`src/rtl/fetch_stage_if.sv`:
```
// Fetch-stage bus bundle: redirect/stall control, instruction-memory port,
// and the IF/ID register outputs.
//   master : the fetch stage (drives imem_pc and all if_id_* / status outputs)
//   slave  : the surrounding pipeline and instruction memory
interface fetch_stage_if #(
    parameter int PC_W  = 8,
    parameter int CNT_W = 16
);
    logic             stall;
    logic             redirect_valid;
    logic [PC_W-1:0]  redirect_target;
    logic [PC_W-1:0]  imem_pc;
    logic [31:0]      imem_instr;
    logic [31:0]      if_id_instr;
    logic [PC_W-1:0]  if_id_pc;
    logic [PC_W-1:0]  if_id_pc_plus4;
    logic             if_id_valid;
    logic             misalign_err;
    logic [CNT_W-1:0] fetch_count;

    modport master (
        input  stall, redirect_valid, redirect_target, imem_instr,
        output imem_pc, if_id_instr, if_id_pc, if_id_pc_plus4, if_id_valid,
               misalign_err, fetch_count
    );

    modport slave (
        output stall, redirect_valid, redirect_target, imem_instr,
        input  imem_pc, if_id_instr, if_id_pc, if_id_pc_plus4, if_id_valid,
               misalign_err, fetch_count
    );
endinterface

```
`src/rtl/fetch_stage.sv`:
```
// Instruction-fetch front end. Owns the PC, addresses a synchronous
// instruction memory (data returns one clock after the address), pairs each
// returned word with its fetch address and registers the pair into IF/ID.
// Ports:
//   clk, rst : clock, synchronous active-high reset
//   bus      : fetch_stage_if.master -- stall / redirect in, imem address out,
//              imem data in, IF/ID outputs, misalign pulse, delivered count
module fetch_stage #(
    parameter int              PC_W     = 8,
    parameter logic [PC_W-1:0] RESET_PC = '0,
    parameter logic [31:0]     NOP_WORD = 32'h0000_0000,
    parameter int              CNT_W    = 16
) (
    input  logic           clk,
    input  logic           rst,
    fetch_stage_if.master  bus
);
    // pc: next address to fetch; f_pc/f_valid: address whose word is on
    // imem_instr this cycle and whether that word is usable.
    logic [PC_W-1:0]  pc_q, pc_d;
    logic [PC_W-1:0]  f_pc_q, f_pc_d;
    logic             f_valid_q, f_valid_d;
    logic [31:0]      instr_q, instr_d;
    logic [PC_W-1:0]  id_pc_q, id_pc_d;
    logic [PC_W-1:0]  id_pc4_q, id_pc4_d;
    logic             id_valid_q, id_valid_d;
    logic             misalign_q, misalign_d;
    logic [CNT_W-1:0] cnt_q, cnt_d;

    // While stalled, re-present the in-flight address so the memory output
    // still matches f_pc when the stall releases.
    assign bus.imem_pc = bus.stall ? f_pc_q : pc_q;

    always_comb begin
        pc_d       = pc_q;
        f_pc_d     = f_pc_q;
        f_valid_d  = f_valid_q;
        instr_d    = instr_q;
        id_pc_d    = id_pc_q;
        id_pc4_d   = id_pc4_q;
        id_valid_d = id_valid_q;
        misalign_d = 1'b0;
        cnt_d      = cnt_q;

        if (bus.redirect_valid) begin
            // Flush: drop the in-flight word and the IF/ID contents; the
            // IF/ID address fields keep their last values.
            pc_d       = {bus.redirect_target[PC_W-1:2], 2'b00};
            f_valid_d  = 1'b0;
            instr_d    = NOP_WORD;
            id_valid_d = 1'b0;
            misalign_d = |bus.redirect_target[1:0];
        end else if (!bus.stall) begin
            f_pc_d     = pc_q;
            f_valid_d  = 1'b1;
            pc_d       = pc_q + PC_W'(4);
            instr_d    = f_valid_q ? bus.imem_instr : NOP_WORD;
            id_pc_d    = f_pc_q;
            id_pc4_d   = f_pc_q + PC_W'(4);
            id_valid_d = f_valid_q;
            if (f_valid_q) cnt_d = cnt_q + CNT_W'(1);
        end
    end

    always_ff @(posedge clk) begin
        if (rst) begin
            pc_q       <= RESET_PC;
            f_pc_q     <= RESET_PC;
            f_valid_q  <= 1'b0;
            instr_q    <= NOP_WORD;
            id_pc_q    <= '0;
            id_pc4_q   <= PC_W'(4);
            id_valid_q <= 1'b0;
            misalign_q <= 1'b0;
            cnt_q      <= '0;
        end else begin
            pc_q       <= pc_d;
            f_pc_q     <= f_pc_d;
            f_valid_q  <= f_valid_d;
            instr_q    <= instr_d;
            id_pc_q    <= id_pc_d;
            id_pc4_q   <= id_pc4_d;
            id_valid_q <= id_valid_d;
            misalign_q <= misalign_d;
            cnt_q      <= cnt_d;
        end
    end

    assign bus.if_id_instr    = instr_q;
    assign bus.if_id_pc       = id_pc_q;
    assign bus.if_id_pc_plus4 = id_pc4_q;
    assign bus.if_id_valid    = id_valid_q;
    assign bus.misalign_err   = misalign_q;
    assign bus.fetch_count    = cnt_q;
endmodule

```
`src/flat_wrapper.sv`:
```
// flat-port wrapper written by rule: the top's interface ports become plain ports
module fetch_stage_flat 
#(
    parameter int              PC_W     = 8,
    parameter logic [PC_W-1:0] RESET_PC = '0,
    parameter logic [31:0]     NOP_WORD = 32'h0000_0000,
    parameter int              CNT_W    = 16
)
  (clk, rst, bus_stall, bus_redirect_valid, bus_redirect_target, bus_imem_instr, bus_imem_pc, bus_if_id_instr, bus_if_id_pc, bus_if_id_pc_plus4, bus_if_id_valid, bus_misalign_err, bus_fetch_count);
  fetch_stage_if #(.PC_W(PC_W), .CNT_W(CNT_W)) bus_i ();
  input  logic clk;
  input  logic rst;
  input wire logic [$bits(bus_i.stall)-1:0] bus_stall;
  input wire logic [$bits(bus_i.redirect_valid)-1:0] bus_redirect_valid;
  input wire logic [$bits(bus_i.redirect_target)-1:0] bus_redirect_target;
  input wire logic [$bits(bus_i.imem_instr)-1:0] bus_imem_instr;
  output wire logic [$bits(bus_i.imem_pc)-1:0] bus_imem_pc;
  output wire logic [$bits(bus_i.if_id_instr)-1:0] bus_if_id_instr;
  output wire logic [$bits(bus_i.if_id_pc)-1:0] bus_if_id_pc;
  output wire logic [$bits(bus_i.if_id_pc_plus4)-1:0] bus_if_id_pc_plus4;
  output wire logic [$bits(bus_i.if_id_valid)-1:0] bus_if_id_valid;
  output wire logic [$bits(bus_i.misalign_err)-1:0] bus_misalign_err;
  output wire logic [$bits(bus_i.fetch_count)-1:0] bus_fetch_count;
  assign bus_i.stall = bus_stall;
  assign bus_i.redirect_valid = bus_redirect_valid;
  assign bus_i.redirect_target = bus_redirect_target;
  assign bus_i.imem_instr = bus_imem_instr;
  assign bus_imem_pc = bus_i.imem_pc;
  assign bus_if_id_instr = bus_i.if_id_instr;
  assign bus_if_id_pc = bus_i.if_id_pc;
  assign bus_if_id_pc_plus4 = bus_i.if_id_pc_plus4;
  assign bus_if_id_valid = bus_i.if_id_valid;
  assign bus_misalign_err = bus_i.misalign_err;
  assign bus_fetch_count = bus_i.fetch_count;
  fetch_stage #(.PC_W(PC_W), .RESET_PC(RESET_PC), .NOP_WORD(NOP_WORD), .CNT_W(CNT_W)) u_core (.clk(clk), .rst(rst), .bus(bus_i));
endmodule
```
`config.mk`:
```
export PLATFORM = sky130hd
export DESIGN_NAME = fetch_stage_flat
export DESIGN_NICKNAME = d
export VERILOG_FILES = /design/src/rtl/fetch_stage_if.sv /design/src/rtl/fetch_stage.sv /design/src/flat_wrapper.sv
export SDC_FILE = /design/constraint.sdc
export NUM_CORES = 1
export LEC_CHECK = 0
export CAP_MARGIN = 20
export CORE_UTILIZATION = 39
export DETAILED_ROUTE_END_ITERATION = 7
export PLACE_DENSITY_LB_ADDON = 0.05
export RECOVER_POWER = 25
export SLEW_MARGIN = 20
export SYNTH_ARGS = -nofsm -noshare
export SYNTH_HDL_FRONTEND = slang
export SYNTH_SLANG_ARGS = --single-unit
export TNS_END_PERCENT = 5
```
`constraint.sdc`:
```
create_clock -name clk -period 2.4 [get_ports clk]
set_clock_uncertainty 0.15 [all_clocks]
set_input_delay 0.72 -clock clk [delete_from_list [all_inputs] [get_ports clk]]
set_output_delay 0.72 -clock clk [all_outputs]
set_load 0.02 [all_outputs]
```
==> results of run 1 <==
registers in the layout, indices dropped and copies added (netlist names):
register and count:
u_core.bus.if_id_valid 1, u_core.f_pc_q 8, u_core.bus.if_id_pc_plus4 8, u_core.pc_q 6
u_core.bus.if_id_pc 6, u_core.bus.fetch_count 16, u_core.bus.if_id_instr 32, u_core.f_valid_q 1
u_core.bus.misalign_err 1
final cells by class:
class	instances	area, um2	share of cell area, %
Timing Repair Buffer	132	1247	27.41
Sequential cell	79	1582	34.74
Clock buffer	11	131.4	2.886
Clock inverter	5	58.81	1.292
Tap cell	102	127.6	2.804
Inverter	4	15.01	0.3299
Multi-Input combinational cell	239	1390	30.54
worst register-to-register path: cells and delay by family, from the launching register on:
family,cells,cell delay (ns)
and+or+nand+nor,3,0.85
DFF,1,0.37
muxes,1,0.35
kinds of logic (layout without fill, tap and decap cells):
kind of cell	after synthesis	after routing	share of synthesized area (%)
XOR/XNOR	17	17	4.794
multiplexers	10	10	3.586
adder cells (fa/ha/maj)	3	3	1.209
AND/OR/NAND/NOR	140	140	20.99
buffers and inverters	30	152	4.391
AO/OA/AOI/OAI	69	69	14.10
flip-flops	79	79	50.93
Yosys cell counts (3+ instances only):
cell | count | area share (%)
nor2_1 | 56 | 6.8
nand2_1 | 43 | 5.2
nor3_1 | 3 | 0.48
nand4_1 | 3 | 0.60
clkbuf_1 | 18 | 2.2
ha_1 | 3 | 1.2
xor2_1 | 6 | 1.7
a21oi_1 | 27 | 4.4
o21ai_0 | 5 | 0.81
and2_1 | 3 | 0.60
dfxtp_1 | 79 | 51
nor2b_1 | 3 | 0.60
or3_1 | 4 | 0.81
a22oi_1 | 32 | 7.7
inv_1 | 4 | 0.48
xnor2_1 | 11 | 3.1
nand3_1 | 10 | 1.6
a211oi_1 | 5 | 1.2
buf_1 | 3 | 0.36
mux2_2 | 9 | 3.3
per-layer routing:
metal	vias to the layer above	GRT usage, %	part of all wire (%)
met4	0	7.143	1.5
li1	1420	-	-
met5	-	0	0
met2	78	28.66	45
met3	10	6.449	7.8
met1	1270	22.24	45
power breakdown:
group,switching (W),internal (W),total (W),leakage [nW]
Sequential,0.0000158,0.00133,0.00135,0.639
Combinational,0.000118,0.000128,0.000246,0.885
Clock,0.000465,0.000482,0.000947,0.0895
Total,0.000599,0.00194,0.00254,1.61
per-stage QoR:
stage / instances / cell area (um2) / hold WS (ns) / setup slack, ns / util, %
after CTS: 572 / 4616 / 0.3094 / 0.0002256 / 59.73
final: 572 / 4552 / 0.3099 / 0.06144 / 58.91
after floorplan: 348 / 3108 / 0.2855 / -0.01385 / -
after global placement: 556 / 4425 / 0.2945 / -0.3084 / 57.27
after global routing: 572 / 4552 / 0.3317 / 0.02618 / 58.91
after detailed placement: 556 / 4425 / 0.2992 / -0.3190 / 57.27
path summary, 6_finish.rpt:
kind | start | to | depth (start not counted)
max | bus_stall | bus_imem_pc[0] | 4
max reg2reg | u_core.f_valid_q$_SDFFE_PP0N_ | u_core.bus.fetch_count[15]$_SDFFE_PP0P_ | 4
min | u_core.bus.if_id_pc[4]$_SDFFE_PP0P_ | u_core.bus.if_id_pc[4]$_SDFFE_PP0P_ | 2
min reg2reg | u_core.bus.if_id_pc[4]$_SDFFE_PP0P_ | u_core.bus.if_id_pc[4]$_SDFFE_PP0P_ | 2
==> results.toml, run 1 <==
[critical_path]
path_buf_inv = 3
cp_max_fo = 8
cpPeakStageDelay_ns = 0.31
arrival_ns = 1.47
worstPathCellList = "buf_4, buf_4, and2_1, dlygate4sd2_1"
criticalPathCategory = "in -> out"
critical-path-top-delay-family = "buffers and inverters"
r2r_slack_ns = 0.58
endpoint_kind = "primary output"
cpMaxStageDelayCell = "dlygate4sd2_1"
cp_data_required_time_ns = 1.53
critPathLaunchType = "input port"
cp_common_cell = "buf_4"

[clock_tree]
cts_tree = "yes"
path_clk_slew_ns = 0.08
clock_latency_ns = 0.34
cts_resized = 15
clockBufferDepth = 2
cts_root_buffer = "clkbuf_8"
hold_buffers = 0
numCtsBuffers = 9
cts_post_setup_buffers_inserted = 0
cts.htree.levels = 3
clock_sinks = 79

[sta]
post-route-min-period_ns = 2.339
hold_violations = 0
worstMarginPinSlew_ns = 0.6788
drv_slew = 0
fmax_mhz = 427.6
timing.final.crit_share_pct = 97.44
tns_ns = 0
rsz0062_at_grt = "no"
setup_viol_count_final = 0
max_slew_margin_pct = 54.75

[drt]
first_pass_iters = 4
drc_errors = 0
num_vias = 2778
avgRoutedWirePerCell_um = 12.92
finalWirelength_um = 7393
postRouteAntennaNets = 0
drt_iter0_markers = 89
vias_per_cell = 4.857

[job]
cap_violations = 0

[grt]
grt_usage_pct = 18.04
antenna_found_initial = 0
grt_pass1_wl_um = 12030
grt_pass1_vias = 2569
grt_start_max_net_pins = 43
grt_overflow = 0

[floorplanning]
start_util_pct = 40.19
top_level_ports = 118
rows = 32
dieHeight_um = 91.24
core-area_um2 = 7727
die-area_um2 = 8324
die_w_um = 91.24

[power_and_ir_drop]
vdd_drop_max_mv = 0.2733
finalPower_w = 0.002539
leakage_nw = 1.614
powerDensity_nw_per_um2 = 557.9

[placed_design]
port-buffer-count = 117
globalplace.congestion = 0.7592
dp.final_hpwl_um = 5145

[finish]
n_antenna_cell = 0
final_nets = 512
synthToLayoutAreaGrowth_pct = 46.58
drive_gt1_share_pct = 10.64
final_cell_mix = "clkdlybuf4s50_1, dfxtp_1, nor2_1"
layout_commonest_cell = "clkdlybuf4s50_1"
fillers = 713

[yosys]
ys_types = 34
synth_nets = 395
synth_area_um2 = 3105
synth-seq-cells = 79
seq_area_frac_synth_pct = 50.93
ys.warnings.count = 0
netlist_instances = 348
synth-edff-count = 0
syn_area_per_cell_um2 = 8.924
ys.flop_type = "dfxtp_1"
async_reset_ff_share_pct = 0

[outcome]
status = "complete, no violations"

[min_path]
hold_path_class = "reg -> reg"
Power figures use the tool's default switching activity.
==> run 2: changes to the inputs <==
--- a/config.mk
+++ b/config.mk
@@ -14,4 +14,4 @@
 export SYNTH_ARGS = -nofsm -noshare
 export SYNTH_HDL_FRONTEND = slang
 export SYNTH_SLANG_ARGS = --single-unit
-export TNS_END_PERCENT = 5
+export TNS_END_PERCENT = 50
==> results.toml, run 2 (same netlist as run 1, synthesis figures left out) <==
[finish]
stdcell_area_um2 = 4583
final_cell_mix = "clkdlybuf4s50_1, dfxtp_1, nor2_1"
fillers = 726
final_nets = 512
synthToLayoutAreaGrowth_pct = 47.58
final_util_pct = 59.31
drive_gt1_share_pct = 11.49
n_antenna_cell = 0
layout_commonest_cell = "clkdlybuf4s50_1"
largest_reg_flops = 32

[grt]
grt_usage_pct = 18.74
met3_usage_pct = 7.454
grt-busiest-layer = "met2"
grt.met1_usage_pct = 23.52
grt_pass1_wl_um = 12540
grt_pass1_vias = 2660
grt_start_max_net_pins = 35
use_met2_pct = 28.41
grt_overflow = 0
antenna_found_initial = 0

[sta]
layout_setup_ws_ns = 0.06978
max_slew_margin_pct = 57.00
post-route-min-period_ns = 2.330
hold_violations = 0
fin_hold_ws_ns = 0.3071
fmax_mhz = 429.1
drv_slew = 0
setup_viol_count_final = 0
worstMarginPinSlew_ns = 0.6450
timing.final.crit_share_pct = 97.09
rsz0062_at_grt = "no"

[clock_tree]
cts_root_buffer = "clkbuf_8"
clockBufferDepth = 2
clock_latency_ns = 0.35
numCtsBuffers = 9
cts_tree = "yes"
hold_buffers = 0
path_clk_slew_ns = 0.07
clock_sinks = 79
cts.htree.levels = 3

[critical_path]
critPathLaunchType = "input port"
endpoint_kind = "primary output"
cp_max_fo = 8
arrival_ns = 1.46
cp_data_required_time_ns = 1.53
r2r_slack_ns = 0.58
criticalPathCategory = "in -> out"

[drt]
num_vias = 2796
finalWirelength_um = 7414
drt_iter0_markers = 83
postRouteAntennaNets = 0
first_pass_iters = 4
vias_per_cell = 4.888
avgRoutedWirePerCell_um = 12.96
drc_errors = 0

[power_and_ir_drop]
powerDensity_nw_per_um2 = 569.8
vdd_drop_max_mv = 0.3154
p_seq_share_pct = 51.6
p_comb_share_pct = 9.4
clkPwrFrac_pct = 39.0
leakage_nw = 1.633
switchingPower_w = 0.0006154
switching_share_pct = 23.57
intPower_w = 0.001996

[floorplanning]
die_w_um = 91.24
top_level_ports = 118
rows = 32
dieHeight_um = 91.24
start_util_pct = 40.19
core-area_um2 = 7727
die-area_um2 = 8324

[placed_design]
preCtsSetupSlack_ns = -0.3024
globalplace.congestion = 0.7965
place_area_um2 = 4427
port-buffer-count = 117
dp.final_hpwl_um = 5134

[outcome]
status = "complete, no violations"

[job]
cap_violations = 0

[min_path]
hold_path_class = "reg -> reg"
run 2: changes by cell type in the layout (fill, tap and decap cells not counted), sizes merged:
cell      previous run  this run
clkinvlp             2         1
clkinv               2         3
run 2: final timing paths:
kind / startpoint / end / cells past startpoint
hold reg to reg: u_core.bus.if_id_pc[2]$_SDFFE_PP0P_ / u_core.bus.if_id_pc[2]$_SDFFE_PP0P_ / 2
setup reg to reg: u_core.f_valid_q$_SDFFE_PP0N_ / u_core.bus.fetch_count[15]$_SDFFE_PP0P_ / 4
hold / removal: u_core.bus.if_id_pc[2]$_SDFFE_PP0P_ / u_core.bus.if_id_pc[2]$_SDFFE_PP0P_ / 2
setup / recovery: bus_stall / bus_imem_pc[0] / 4
run 2: per-layer routing:
metal	share of wire (%)	wire [um]
met5	0	0
met4	1.7	127
met3	8.7	646
met2	44	3299
met1	45	3340
run 2: final cells by class:
| cell class | instances | area [um2] | area share [%] |
|---|---|---|---|
| tap | 102 | 127.6 | 2.785 |
| clock buffer | 11 | 151.4 | 3.303 |
| inverter | 4 | 15.01 | 0.3276 |
| clock inverter | 5 | 56.30 | 1.229 |
| sequential | 79 | 1582 | 34.51 |
| timing repair buffer | 132 | 1260 | 27.49 |
| multi-input combinational | 239 | 1391 | 30.36 |
run 2: critical path, stage by stage:
cell and delay, ns:
buf_4 0.15, buf_4 0.14, and2_1 0.13, dlygate4sd2_1 0.31
run 2: stage by stage:
stage | std cells | setup TNS, ns | total power (W)
floorplan | 348 | -0.01371 | 0.001496
global placement | 556 | -3.547 | 0.001635
detailed placement | 556 | -3.634 | 0.001637
CTS | 572 | 0 | 0.002655
global route | 572 | 0 | 0.002736
finish | 572 | 0 | 0.002612
run 2: repair_timing:
action / 4_1_cts / 5_1_grt
endpoints found under the setup margin: 8 / 6
setup buffers: 0 / 0
resized for setup: 15 / 6
cloned: 0 / 0
run 2: power by group through the flow:
stage                     clock, W  sequential (W)  combinational (W)
final                      0.00102         0.00135           0.000246
after floorplan                  0         0.00139           0.000106
after global routing       0.00112         0.00135           0.000269
after CTS                  0.00105         0.00135           0.000256
after global placement           0         0.00138           0.000257
after detailed placement         0         0.00138           0.000258
==> RTL change 1 (flow settings as in run 2) <==
`CNT_W` is set to 16 in 3 places; all go to 32.
--- a/src/rtl/fetch_stage_if.sv
+++ b/src/rtl/fetch_stage_if.sv
@@ -4,7 +4,7 @@
 //   slave  : the surrounding pipeline and instruction memory
 interface fetch_stage_if #(
     parameter int PC_W  = 8,
-    parameter int CNT_W = 16
+    parameter int CNT_W = 32
 );
     logic             stall;
     logic             redirect_valid;
--- a/src/rtl/fetch_stage.sv
+++ b/src/rtl/fetch_stage.sv
@@ -9,7 +9,7 @@
     parameter int              PC_W     = 8,
     parameter logic [PC_W-1:0] RESET_PC = '0,
     parameter logic [31:0]     NOP_WORD = 32'h0000_0000,
-    parameter int              CNT_W    = 16
+    parameter int              CNT_W    = 32
 ) (
     input  logic           clk,
     input  logic           rst,
--- a/src/flat_wrapper.sv
+++ b/src/flat_wrapper.sv
@@ -4,7 +4,7 @@
     parameter int              PC_W     = 8,
     parameter logic [PC_W-1:0] RESET_PC = '0,
     parameter logic [31:0]     NOP_WORD = 32'h0000_0000,
-    parameter int              CNT_W    = 16
+    parameter int              CNT_W    = 32
 )
   (clk, rst, bus_stall, bus_redirect_valid, bus_redirect_target, bus_imem_instr, bus_imem_pc, bus_if_id_instr, bus_if_id_pc, bus_if_id_pc_plus4, bus_if_id_valid, bus_misalign_err, bus_fetch_count);
   fetch_stage_if #(.PC_W(PC_W), .CNT_W(CNT_W)) bus_i ();
Ports: changed (resized bus_fetch_count); port bits go from 118 to 134. The function was not compared with the original's and may differ.
==> RTL change 1 against run 2 <==
Sequential cell count increased by 16. Sequential share of layout area decreased by 0.64 points. Setup slack got worse by 0.050 ns. Power increased by 9.7%. Cell area increased by 23%. Area after synthesis increased by 24%. Largest cell class unchanged. Routed wire length increased by 35%. Sequential power increased by 20%. Largest power group unchanged.
==> RTL change 1: results (changes against run 2) <==
| Metric | Value |
|---|---|
| Cells after synthesis | 439 (+26%) |
| CTS max path bufs | 2 (unchanged) |
| Hold Path End | u_core.bus.if_id_pc[6]$_SDFFE_PP0N_ |
| Worst min-delay path class | register to register |
| Number of global-route vias before repair | 3333 (+25%) |
| Placed cells | 695 (+25%) |
| Clk slew on worst S/H paths | 0.09 ns (+0.02 ns) |
| Worst Hold Depth | 2 (unchanged) |
| Layout net count | 628 (+23%) |
| WL/cell | 14.0 um (+7.9%) |
| First-iteration detailed-routing DRC count | 138 (+66%) |
| Synth cell count leaders | 95 x dfxtp_1, 57 x nor2_1, 46 x nand2_1, 42 x a21oi_1, 32 x a22oi_1 |
| Min Hold Slack | 0.307 ns (+0.000321 ns) |
| Switching Share | 0.253 (+0.0169) |
| Worst slack, placed | -0.464 ns (-0.161 ns) |
| GRT Residual Overflow | 0 (unchanged) |
| Leakage | 1.92 nW (+18%) |
| Final setup margin | 0.0197 ns (-0.0501 ns) |
| CP Max Fanout | 14 (+6) |
| Status | completed |
| Main synth FF type | dfxtp_1 |
| Area after DPL | 5420 um2 (+23%) |
| Total number of vias | 3672 (+31%) |
| Largest net degree at the start of global routing | 62 (+77%) |
| Top post-synthesis cells by area | dfxtp_1 49%, a22oi_1 6.2%, nor2_1 5.6% |
| CP endpoint | u_core.bus.fetch_count[20]$_SDFFE_PP0P_ |
| Peak supply drop | 0.000284 V (-10%) |
| Async S/R FF share, synth | 0 (unchanged) |
| CTS buffer count | 9 (unchanged) |
| Setup crit end kind | register |
| Skew-Pair Late Insertion Delay | 0.35 ns (about the same) |
| Diode count | 0 (unchanged) |
| Area occupied by multi-input gates | 1820 um2 (+31%) |
| RR Startpoint | u_core.f_valid_q$_SDFFE_PP0N_ |
| Relative slew slack | 0.563 (-0.00708) |
| WP data arrival | 2.51 ns (+1.05 ns) |
| Layout Cells excl Fill | 715 (+25%) |
| Worst reg2reg endpoint | u_core.bus.fetch_count[20]$_SDFFE_PP0P_ |
| Worst Min Path Start | u_core.bus.if_id_pc[6]$_SDFFE_PP0N_ |
| Hpwl dp | 6.88 mm (+34%) |
| Netlist cell types | 33 (-2.9%) |
| First-pass iteration count of the detailed router | 4 (unchanged) |
| Synthesized Nets | 486 (+23%) |
| Seq/Total Area, Yosys | 0.494 (-0.0156) |
| Fillers | 849 (+17%) |
| Initial antenna violation count | 0 (unchanged) |
| Fraction of layout cells with a size suffix above 1 | 0.111 (-0.00397) |
| Ys Warns | 0 (unchanged) |
| Routability cong. | 0.779 (-2.2%) |
| Reg2Reg Setup Slack | 0.25 ns (-0.33 ns) |
| First-pass GRT wire length | 16.1 mm (+28%) |
| CTS Root Cell | clkbuf_8 |
| Overall routing resource usage | 0.196 (+0.00895) |
| Worst setup path start | bus_stall |
| CTS H-tree depth | 3 (unchanged) |
| Reg2reg path depth | 5 (+1) |
| Port Buffer Count | 133 (+14%) |
RTL change 1: logic make-up after synthesis:
| kind of cell | Yosys count | synth area share |
|---|---|---|
| adder cells (fa/ha/maj) | 3 | 0.00974 |
| buffers and inverters | 36 | 0.0380 |
| AND/OR/NAND/NOR | 175 | 0.228 |
| AO/OA/AOI/OAI | 105 | 0.170 |
| flip-flops | 95 | 0.494 |
| multiplexers | 7 | 0.0201 |
| XOR/XNOR | 18 | 0.0409 |
RTL change 1: area by class of cell:
class,count,area share
clock inverter,6,0.00780
inverter,4,0.00267
timing repair buffer,163,0.273
sequential,95,0.339
multi-input combinational,308,0.324
tap,129,0.0287
clock buffer,10,0.0245
RTL change 1: critical path, stage by stage:
cell       delay, ns
buf_6           0.14
buf_12          0.14
nand4bb_4       0.19
or4_4           0.59
buf_6           0.16
or4_1           0.46
a21oi_1         0.13
RTL change 1: routing by layer:
metal	up-vias	wire [um]	track usage
met3	4	733	0.0773
met4	0	65	0.0524
met1	1712	4550	0.252
li1	1852	-	-
met2	104	4650	0.308
met5	-	0	0
RTL change 1: power by group through the flow:
stage	registers, mW	clock network, mW	logic [mW]
5_1_grt	1.62	1.10	0.282
6_report	1.62	0.991	0.258
3_3_place_gp	1.65	0	0.264
2_1_floorplan	1.66	0	0.111
4_1_cts	1.62	1.03	0.268
3_5_place_dp	1.65	0	0.268
RTL change 1: what timing repair did:
item | 4_1_cts | 5_1_grt
setup endpoints to repair | 16 | 13
hold buffers | 0 | 0
pin swaps | 2 | 3
gates resized for setup | 19 | 10
buffers inserted | 0 | 4
==> RTL change 2 (settings of run 2) <==
Made on the original files. Make the reset (`rst`) asynchronous in one clocked block. Comments in the files are not updated.
--- a/src/rtl/fetch_stage.sv
+++ b/src/rtl/fetch_stage.sv
@@ -62,7 +62,7 @@
         end
     end
 
-    always_ff @(posedge clk) begin
+    always_ff @(posedge clk or posedge rst) begin
         if (rst) begin
             pc_q       <= RESET_PC;
             f_pc_q     <= RESET_PC;
Check against the original RTL: differs if rst is asserted again (counterexample within 4 cycles, from zero or initial values and one cycle with rst high); with rst held inactive, the same outputs for 10 cycles.
==> RTL change 2 against run 2 <==
Setup slack worse by 0.013 ns. Core utilization increased by 1.8 points. Sequential share of layout area is 6.5 points higher. Cell area grew 5.2%. Area after synthesis increased by 4.0%. Sequential cell count unchanged. Routed wire length decreased by 3.9%. Die area increased by 3.9%. Critical path type is now register to output pin. Largest cell class unchanged.
Power is not compared: it rests on default switching activity, and its combinational part moved more than twofold at a synthesized area within 25%.
==> RTL change 2: results (changes against run 2) <==
| Metric | Value |
|---|---|
| Total number of vias | 2307 (-17%) |
| Async S/R FF share, synth | 1.00 (+1.00) |
| Met1 Use GR | 0.243 (+0.00729) |
| Resized Gates After CTS | 42 (+27) |
| DR WL met3 | 372 um (-42%) |
| CTS Root Cell | clkbuf_8 |
| Relative slew slack | 0.294 (-0.276) |
| Worst slack, placed | -0.716 ns (-0.414 ns) |
| Layout Cells excl Fill | 482 (-16%) |
| Fraction of layout cells with a size suffix above 1 | 0.176 (+0.0614) |
| Number of global-route vias before repair | 2243 (-16%) |
| Synthesized Nets | 292 (-26%) |
| Placed cells | 465 (-16%) |
| Crit-path leading delay family | buffers and inverters |
| CP Max Fanout | 2 (-6) |
| Netlist cell types | 31 (-8.8%) |
| CTS buffer count | 9 (unchanged) |
| Number of setup buffers added after CTS | 1 (+1) |
| Peak supply drop | about 0.00049 V |
| Met2 wire length | 3.32 mm (+0.55%) |
| Worst Hold Depth | 1 (-1) |
| Final ANT Viol Nets | 0 (unchanged) |
| Area after DPL | 4610 um2 (+4.1%) |
| Routability cong. | 0.772 (-3.0%) |
| Worst path max stage delay | 0.60 ns (+0.29 ns) |
| Synth cell count leaders | 78 x dfrtp_1, 32 x a22o_1, 16 x mux2_2, 15 x xnor2_1 |
| Status | completed |
| First-iteration detailed-routing DRC count | 102 (+23%) |
| WP data arrival | 1.47 ns |
| Met3 usage | 0.0512 (-0.0233) |
| Avg Cell Area, Syn | 13.2 um2 (+48%) |
| Top post-synthesis cells by area | dfrtp_1 60%, a22o_1 8.7%, mux2_2 5.6% |
| Largest net degree at the start of global routing | 80 (+130%) |
| Seq/Total Area, Yosys | 0.612 (+0.103) |
| Overall routing resource usage | 0.174 (-0.0136) |
| Hpwl dp | 4.83 mm (-5.9%) |
| Main synth FF type | dfrtp_1 |
| Switching power total | about 960 uW |
| Post-Route M1 WL | 3.37 mm (+0.96%) |
| Drt total wl | 7.13 mm (-3.9%) |
| Routing usage on met2 | 0.256 (-0.0286) |
| Ys Warns | 0 (unchanged) |
| First-pass GRT wire length | 11.5 mm (-8.1%) |
| Layout net count | 423 (-17%) |
| Slowest cell on crit path | clkdlybuf4s50_1 |
[RTL change 2: changes by cell type in the layout (fill, tap and decap cells not counted), moves of 5 or more]
cell	delta
clkbuf_2	-8
buf_2	+5
buf_4	+5
nor2_1	-47
mux2_2	+7
a22oi_1	-32
a211oi_1	-5
a21oi_1	-22
a22o_1	+32
nand2_1	-33
mux2_1	+5
dfxtp_1	-79
dfrtp_1	+78
[RTL change 2: cell families after synthesis]
family	after synthesis	share of synthesized area
buffers and inverters	19	0.0329
muxes	22	0.0763
and+or+nand+nor	50	0.0871
xor gates and xnor gates	24	0.0651
DFF	79	0.612
adders and majority gates	3	0.0116
AOI/OAI and AO/OA	48	0.115
[RTL change 2: layout make-up]
cell class,instances,area [um2]
inverter,2,11.3
fill,669,3070
sequential,79,1980
clock inverter,3,65.1
timing repair buffer,137,1320
clock buffer,12,165
multi-input combinational,147,1150
tap,102,128
[RTL change 2: path summary, 6_finish.rpt]
| path | slack (ns) | endpoint | startpoint |
|---|---|---|---|
| max in group asynchronous | 0.34 | u_core.bus.if_id_instr[15]$_DFFE_PP0P_ | rst |
| setup reg to reg | 0.93 | u_core.bus.fetch_count[7]$_DFFE_PP0P_ | u_core.f_valid_q$_DFFE_PP0P_ |
| hold / removal | 0.33 | u_core.bus.if_id_valid$_DFFE_PP0P_ | u_core.bus.if_id_valid$_DFFE_PP0P_ |
| min in group asynchronous | 1.11 | u_core.f_pc_q[1]$_DFFE_PP0N_ | rst |
| setup / recovery | 0.06 | bus_if_id_pc_plus4[2] | u_core.bus.if_id_pc_plus4[2]$_DFFE_PP1P_ |
| hold reg to reg | 0.33 | u_core.bus.if_id_valid$_DFFE_PP0P_ | u_core.bus.if_id_valid$_DFFE_PP0P_ |
